$ cat src/rtl/fetch_stage.sv
// Instruction-fetch stage: owns the PC, drives the instruction-memory address and
// fills the IF/ID register, with stall, redirect, halt-on-ecall/ebreak and fault handling.
module fetch_stage #(
  parameter int unsigned ADDR_W   = 6,
  parameter logic [31:0] RESET_PC = 32'h0000_0000,
  parameter logic [31:0] NOP_INST = 32'h0000_0013
) (
  input  logic              clk,
  input  logic              rst,
  output logic [ADDR_W-1:0] imem_addr,
  input  logic [31:0]       imem_data,
  input  logic              stall,
  input  logic              redirect_valid,
  input  logic [31:0]       redirect_target,
  output logic              if_id_valid,
  output logic [31:0]       if_id_inst,
  output logic [31:0]       if_id_pc,
  output logic              halted,
  output logic              fault
);

  localparam int unsigned XLEN       = 32;
  localparam logic [31:0] ECALL_INST  = 32'h0000_0073;
  localparam logic [31:0] EBREAK_INST = 32'h0010_0073;
  localparam logic [31:0] PC_STEP     = 32'd4;

  typedef enum logic [1:0] {
    ST_IDLE   = 2'd0,
    ST_RUN    = 2'd1,
    ST_HALTED = 2'd2,
    ST_FAULT  = 2'd3
  } state_e;

  state_e            state_q, state_d;
  logic [XLEN-1:0]   pc_q, pc_d;
  logic              valid_q, valid_d;
  logic [XLEN-1:0]   inst_q, inst_d;
  logic [XLEN-1:0]   ifpc_q, ifpc_d;
  logic              halted_q, halted_d;
  logic              fault_q, fault_d;

  logic              pc_oor_c;
  logic              is_halt_c;
  logic              target_misaligned_c;

  // The PC leaves the addressable range once any bit above the memory index is set.
  assign pc_oor_c            = (pc_q >> ADDR_W) != '0;
  assign is_halt_c           = (imem_data == ECALL_INST) || (imem_data == EBREAK_INST);
  assign target_misaligned_c = redirect_target[1:0] != 2'b00;

  // State and IF/ID register.
  always_ff @(posedge clk) begin
    if (!rst) begin
      state_q  <= ST_IDLE;
      pc_q     <= RESET_PC;
      valid_q  <= 1'b0;
      inst_q   <= NOP_INST;
      ifpc_q   <= '0;
      halted_q <= 1'b0;
      fault_q  <= 1'b0;
    end else begin
      state_q  <= state_d;
      pc_q     <= pc_d;
      valid_q  <= valid_d;
      inst_q   <= inst_d;
      ifpc_q   <= ifpc_d;
      halted_q <= halted_d;
      fault_q  <= fault_d;
    end
  end

  // Next-state logic; every path starts from "hold everything".
  always_comb begin
    state_d  = state_q;
    pc_d     = pc_q;
    valid_d  = valid_q;
    inst_d   = inst_q;
    ifpc_d   = ifpc_q;
    halted_d = halted_q;
    fault_d  = fault_q;

    unique case (state_q)
      ST_IDLE: begin
        valid_d = 1'b0;
        inst_d  = NOP_INST;
        state_d = ST_RUN;
      end

      ST_RUN, ST_HALTED: begin
        if (redirect_valid) begin
          // Redirect wins over stall and cancels a wrong-path halt; if_id_pc is kept.
          pc_d     = redirect_target;
          valid_d  = 1'b0;
          inst_d   = NOP_INST;
          halted_d = 1'b0;
          if (target_misaligned_c) begin
            state_d = ST_FAULT;
            fault_d = 1'b1;
          end else begin
            state_d = ST_RUN;
          end
        end else if (state_q == ST_HALTED) begin
          valid_d = 1'b0;
          inst_d  = NOP_INST;
        end else if (stall) begin
          state_d = ST_RUN;
        end else if (pc_oor_c) begin
          valid_d = 1'b0;
          inst_d  = NOP_INST;
          state_d = ST_FAULT;
          fault_d = 1'b1;
        end else begin
          valid_d = 1'b1;
          inst_d  = imem_data;
          ifpc_d  = pc_q;
          if (is_halt_c) begin
            state_d  = ST_HALTED;
            halted_d = 1'b1;
          end else begin
            pc_d = pc_q + PC_STEP;
          end
        end
      end

      ST_FAULT: begin
        valid_d = 1'b0;
        inst_d  = NOP_INST;
      end

      default: begin
        state_d = ST_IDLE;
      end
    endcase
  end

  assign imem_addr   = pc_q[ADDR_W-1:0];
  assign if_id_valid = valid_q;
  assign if_id_inst  = inst_q;
  assign if_id_pc    = ifpc_q;
  assign halted      = halted_q;
  assign fault       = fault_q;

endmodule

$ cat config.mk
export PLATFORM = sky130hd
export DESIGN_NAME = fetch_stage
export DESIGN_NICKNAME = d
export VERILOG_FILES = /design/src/rtl/fetch_stage.sv
export SDC_FILE = /design/constraint.sdc
export NUM_CORES = 1
export LEC_CHECK = 0
export ABC_AREA = 1
export BUFFER_PORTS_ARGS = -buffer_cell sky130_fd_sc_hd__clkbuf_2
export CAP_MARGIN = 15
export CORE_MARGIN = 1
export CORE_UTILIZATION = 32
export DETAILED_ROUTE_END_ITERATION = 6
export GPL_TIMING_DRIVEN = 0
export HOLD_SLACK_MARGIN = 0.1
export PLACE_DENSITY = 0.59
export SKIP_LAST_GASP = 1
export SLEW_MARGIN = 15
export SYNTH_ARGS = -nofsm -noshare
export SYNTH_HDL_FRONTEND = slang
export SYNTH_SLANG_ARGS = --single-unit
$ cat constraint.sdc
create_clock -name clk -period 3.33 [get_ports clk]
set_clock_uncertainty 0.2 [all_clocks]
set_input_delay 0.666 -clock clk [delete_from_list [all_inputs] [get_ports clk]]
set_output_delay 0.666 -clock clk [all_outputs]
set_load 0.05 [all_outputs]
==> tab_implementation.tex <==
\begin{tabular}{lr}
\hline
Metric & Value \\
\hline
\multicolumn{2}{l}{\textbf{Outcome}} \\
Run status & completed \\
\multicolumn{2}{l}{\textbf{Clock network}} \\
Clock network latency to the later pin of the worst-skew pair & about 350 ps \\
Clock sink count & 101 \\
TritonCTS clock tree & built \\
Cells resized by post-CTS repair & 0 \\
Clock-pin slew reported for the worst setup and hold paths after clock tree synthesis & about 70 ps \\
Number of buffers inserted during clock tree synthesis & 9 \\
Root cell of the clock tree & sky130\_fd\_sc\_hd\_\_clkbuf\_16 \\
Post-CTS Setup Bufs & 0 \\
Maximum clock insertion buffer count & 2 \\
Hold buffer count at CTS & 0 \\
H-tree Lvls & 3 \\
\multicolumn{2}{l}{\textbf{Pwr}} \\
Static Leakage & roughly 3 nW \\
Switching Power & approximately 1.4 mW \\
Peak supply drop & around 0.28 mV \\
Power share of the sequential group & 40.6\% \\
Power per cell area & around 640 nW/µm² \\
Power share of the combinational group & around 32\% \\
Switching fraction of total power & $\sim$37\% \\
Int Power & 2.33 mW \\
Clk pwr share & 27.4\% \\
\multicolumn{2}{l}{\textbf{Drt}} \\
Via total after detailed routing & around 4500 \\
Wirelength per Cell & roughly 12 µm \\
Pre-Repair DR Iteration Count & 5 \\
DRC & 0 \\
Drt initial violations & $\sim$240 \\
Average via count per standard cell & 4.46 \\
Number of nets with antenna violations after routing & 0 \\
Drt total wl & approximately 12000 µm \\
\multicolumn{2}{l}{\textbf{Timing}} \\
Slew HR & 59.4\% \\
Setup Viol. Count Final & 0 \\
Worst slew pin tran & 605 ps \\
Summed negative setup slack over all endpoints & 0 ps \\
Min Clock Period, post-route & between 2000 and 2500 ps \\
Final worst slack & between 1000 and 1500 ps \\
Setup repair after global routing missed its margin & no \\
Max Clk Rate & $\sim$440 MHz \\
Final count of pins violating max slew & 0 \\
Final critical-path share of the clock period & just under 70\% \\
Hold Vio Cnt, Final & 0 \\
\multicolumn{2}{l}{\textbf{Critical path}} \\
Reg2Reg Capture Point & if\_id\_inst[19] \\
Required time of the critical path & about 3400 ps \\
Critical path capture point type & flop \\
Register-to-register path setup slack & $\sim$1100 ps \\
Crit path launch type & flop \\
Reg-to-Reg Start & state\_q[0] \\
Path type of the worst setup path & flop to flop \\
FF-to-FF path depth & 12 \\
Largest fanout of any net on the critical path & 10 \\
Worst Setup SP & state\_q[0] \\
Arrival time worst endpoint & between 2000 and 2500 ps \\
Capture point of the critical path & if\_id\_inst[19] \\
\multicolumn{2}{l}{\textbf{Final layout}} \\
Top library cells by usage in the layout, fill and taps aside & 169 x sky130\_fd\_sc\_hd\_\_nand2\_1, 139 x sky130\_fd\_sc\_hd\_\_clkbuf\_2, 101 x sky130\_fd\_sc\_hd\_\_dfxtp\_1, 97 x sky130\_fd\_sc\_hd\_\_inv\_1, 81 x sky130\_fd\_sc\_hd\_\_nand3\_1 \\
Layout filler cell count & between 1500 and 2000 \\
Finished layout cell area & approximately 5700 µm² \\
Area growth from synthesis to final layout & 26.6\% \\
Net count, final & 897 \\
Most common library cell in the layout ignoring fill and taps & sky130\_fd\_sc\_hd\_\_nand2\_1 \\
ANT cells & 0 \\
Layout cell share with drive strength beyond 1 & between 20\% and 30\% \\
\multicolumn{2}{l}{\textbf{Floorplan}} \\
Placeable core area & between 10000 and 15000 µm² \\
Chip width & approximately 120 µm \\
Total die area & 14700 µm² \\
Standard-cell row count & between 40 and 50 \\
I/O pin cnt & around 140 \\
Die Height & 121 µm \\
Effective utilization at floorplan & about a third \\
\multicolumn{2}{l}{\textbf{Flow run}} \\
Max-cap viol count & 0 \\
\multicolumn{2}{l}{\textbf{Yosys}} \\
Mapped Nets & 747 \\
Unique cell type count in the Yosys netlist & 25 \\
Post-Synthesis Cells & a little under 700 \\
Dominant cells by area after synthesis & sky130\_fd\_sc\_hd\_\_dfxtp\_1 45\%, sky130\_fd\_sc\_hd\_\_nand2\_1 14\%, sky130\_fd\_sc\_hd\_\_nand3\_1 8.9\%, sky130\_fd\_sc\_hd\_\_inv\_1 8.0\%, sky130\_fd\_sc\_hd\_\_a21oi\_1 7.7\% \\
Synth top area share & between 40\% and 50\% \\
Most area-hungry cell type in the Yosys netlist & sky130\_fd\_sc\_hd\_\_dfxtp\_1 \\
Yosys warning total & 0 \\
Share of synthesized area occupied by flip-flops and latches & 44.6\% \\
Netlist Area Pre-Place & around 4500 µm² \\
FF+latch count, synth & between 100 and 150 \\
Post-Syn Area per Cell & approximately 6.7 µm² \\
\multicolumn{2}{l}{\textbf{Global route}} \\
Antenna violations before repair & 0 \\
First-pass GRT wire length & 19300 µm \\
Gr ovfl total & 0 \\
Largest net degree at the start of global routing & 18 \\
All-layer global routing usage & between 15 and 20\% \\
Vias in the first global route & $\sim$4000 \\
\multicolumn{2}{l}{\textbf{Placed design}} \\
HPWL reported at the end of detailed placement & about 9000 µm \\
Dpl cell area & 5460 µm² \\
Routability-driven placement congestion ratio & roughly 0.81 \\
Buffers on Ports & roughly 140 \\
Placement Setup Slack & around 860 ps \\
\multicolumn{2}{l}{\textbf{Worst hold path}} \\
Min-delay worst type & flop to flop \\
\hline
\end{tabular}
[power by group through the flow]
stage	combinational [mW]	clock, mW	sequential, mW
after floorplan	0.879	0	1.53
after global placement	1.18	0	1.53
after detailed placement	1.19	0	1.53
after CTS	1.19	1.04	1.50
after global routing	1.34	1.09	1.52
final	1.19	1.01	1.50
[metrics by stage]
stage / total power [mW] / std cells / utilization (%) / hold WS (ps)
finish: 3.70 / 1010 / 41.4 / 247
global route: 3.96 / 1010 / 41.4 / 266
global placement: 2.71 / 994 / 39.3 / 233
detailed placement: 2.71 / 994 / 39.3 / 239
CTS: 3.73 / 1010 / 41.4 / 250
floorplan: 2.41 / 675 / - / 261
[synthesized netlist by cell type (all sizes together)]
cell      n
nand2   169
ha        4
o22ai     3
a21oi    70
inv      98
o21ai    14
nand4     4
nor3      7
a31oi     1
dfxtp   101
clkbuf   22
nand3b    1
nand3    82
o211ai    1
buf      22
nor2     73
xnor2     1
xor2      2
[how the worst min path moves through the flow]
stage | start | endpoint | slack [ps] | cells after the start
2_1_floorplan | state_q[0] | state_q[0] | 260 | 2
3_3_place_gp | if_id_pc[4] | if_id_pc[4] | 230 | 2
3_5_place_dp | if_id_pc[5] | if_id_pc[5] | 240 | 2
4_1_cts | if_id_pc[5] | if_id_pc[5] | 250 | 2
5_1_grt | if_id_pc[4] | if_id_pc[4] | 270 | 2
6_report | if_id_pc[5] | if_id_pc[5] | 250 | 2
[critical path, cell delays in order (launching register included)]
cell	delay, ps
sky130_fd_sc_hd__dfxtp_1	370
sky130_fd_sc_hd__inv_1	80
sky130_fd_sc_hd__ha_1	310
sky130_fd_sc_hd__inv_1	90
sky130_fd_sc_hd__nor2_2	140
sky130_fd_sc_hd__nand2_1	60
sky130_fd_sc_hd__inv_1	90
sky130_fd_sc_hd__nand4_1	260
sky130_fd_sc_hd__inv_2	130
sky130_fd_sc_hd__buf_6	140
sky130_fd_sc_hd__buf_6	140
sky130_fd_sc_hd__nand2_1	50
sky130_fd_sc_hd__a21oi_1	110
[registers in the layout (all words and copies together), names as in the netlist]
signal and flops:
if_id_inst 32, if_id_pc 32, pc_q 32, state_q 2, fault 1, halted 1
if_id_valid 1
[cells by family after synthesis]
group / share of synthesized area, %
and+or+nand+nor: 30.9
buffers and inverters: 12.9
DFF: 44.6
AOI/OAI and AO/OA: 9.98
adders and majority gates: 1.10
xor gates and xnor gates: 0.579
[layer usage]
metal  share of wire [%]  up-vias  global-route usage [%]  routed length, µm
met3                 5.3       10                    2.96                635
met4                 1.3        0                    6.48                159
li1                    -     2401                       -                  -
met5                   0        -                       0                  0
met2                  45      118                    26.8               5430
met1                  48     1976                    22.2               5830
[cell type report]
class	instances	area (µm²)	share of cell area, %
Timing Repair Buffer	139	696	12.1
Buffer	44	216	3.77
Clock buffer	10	239	4.16
Multi-Input combinational cell	432	1930	33.6
Sequential cell	101	2020	35.2
Inverter	98	368	6.41
Clock inverter	6	45.0	0.784
Tap cell	180	225	3.92
(Power assumes the default switching activity.)
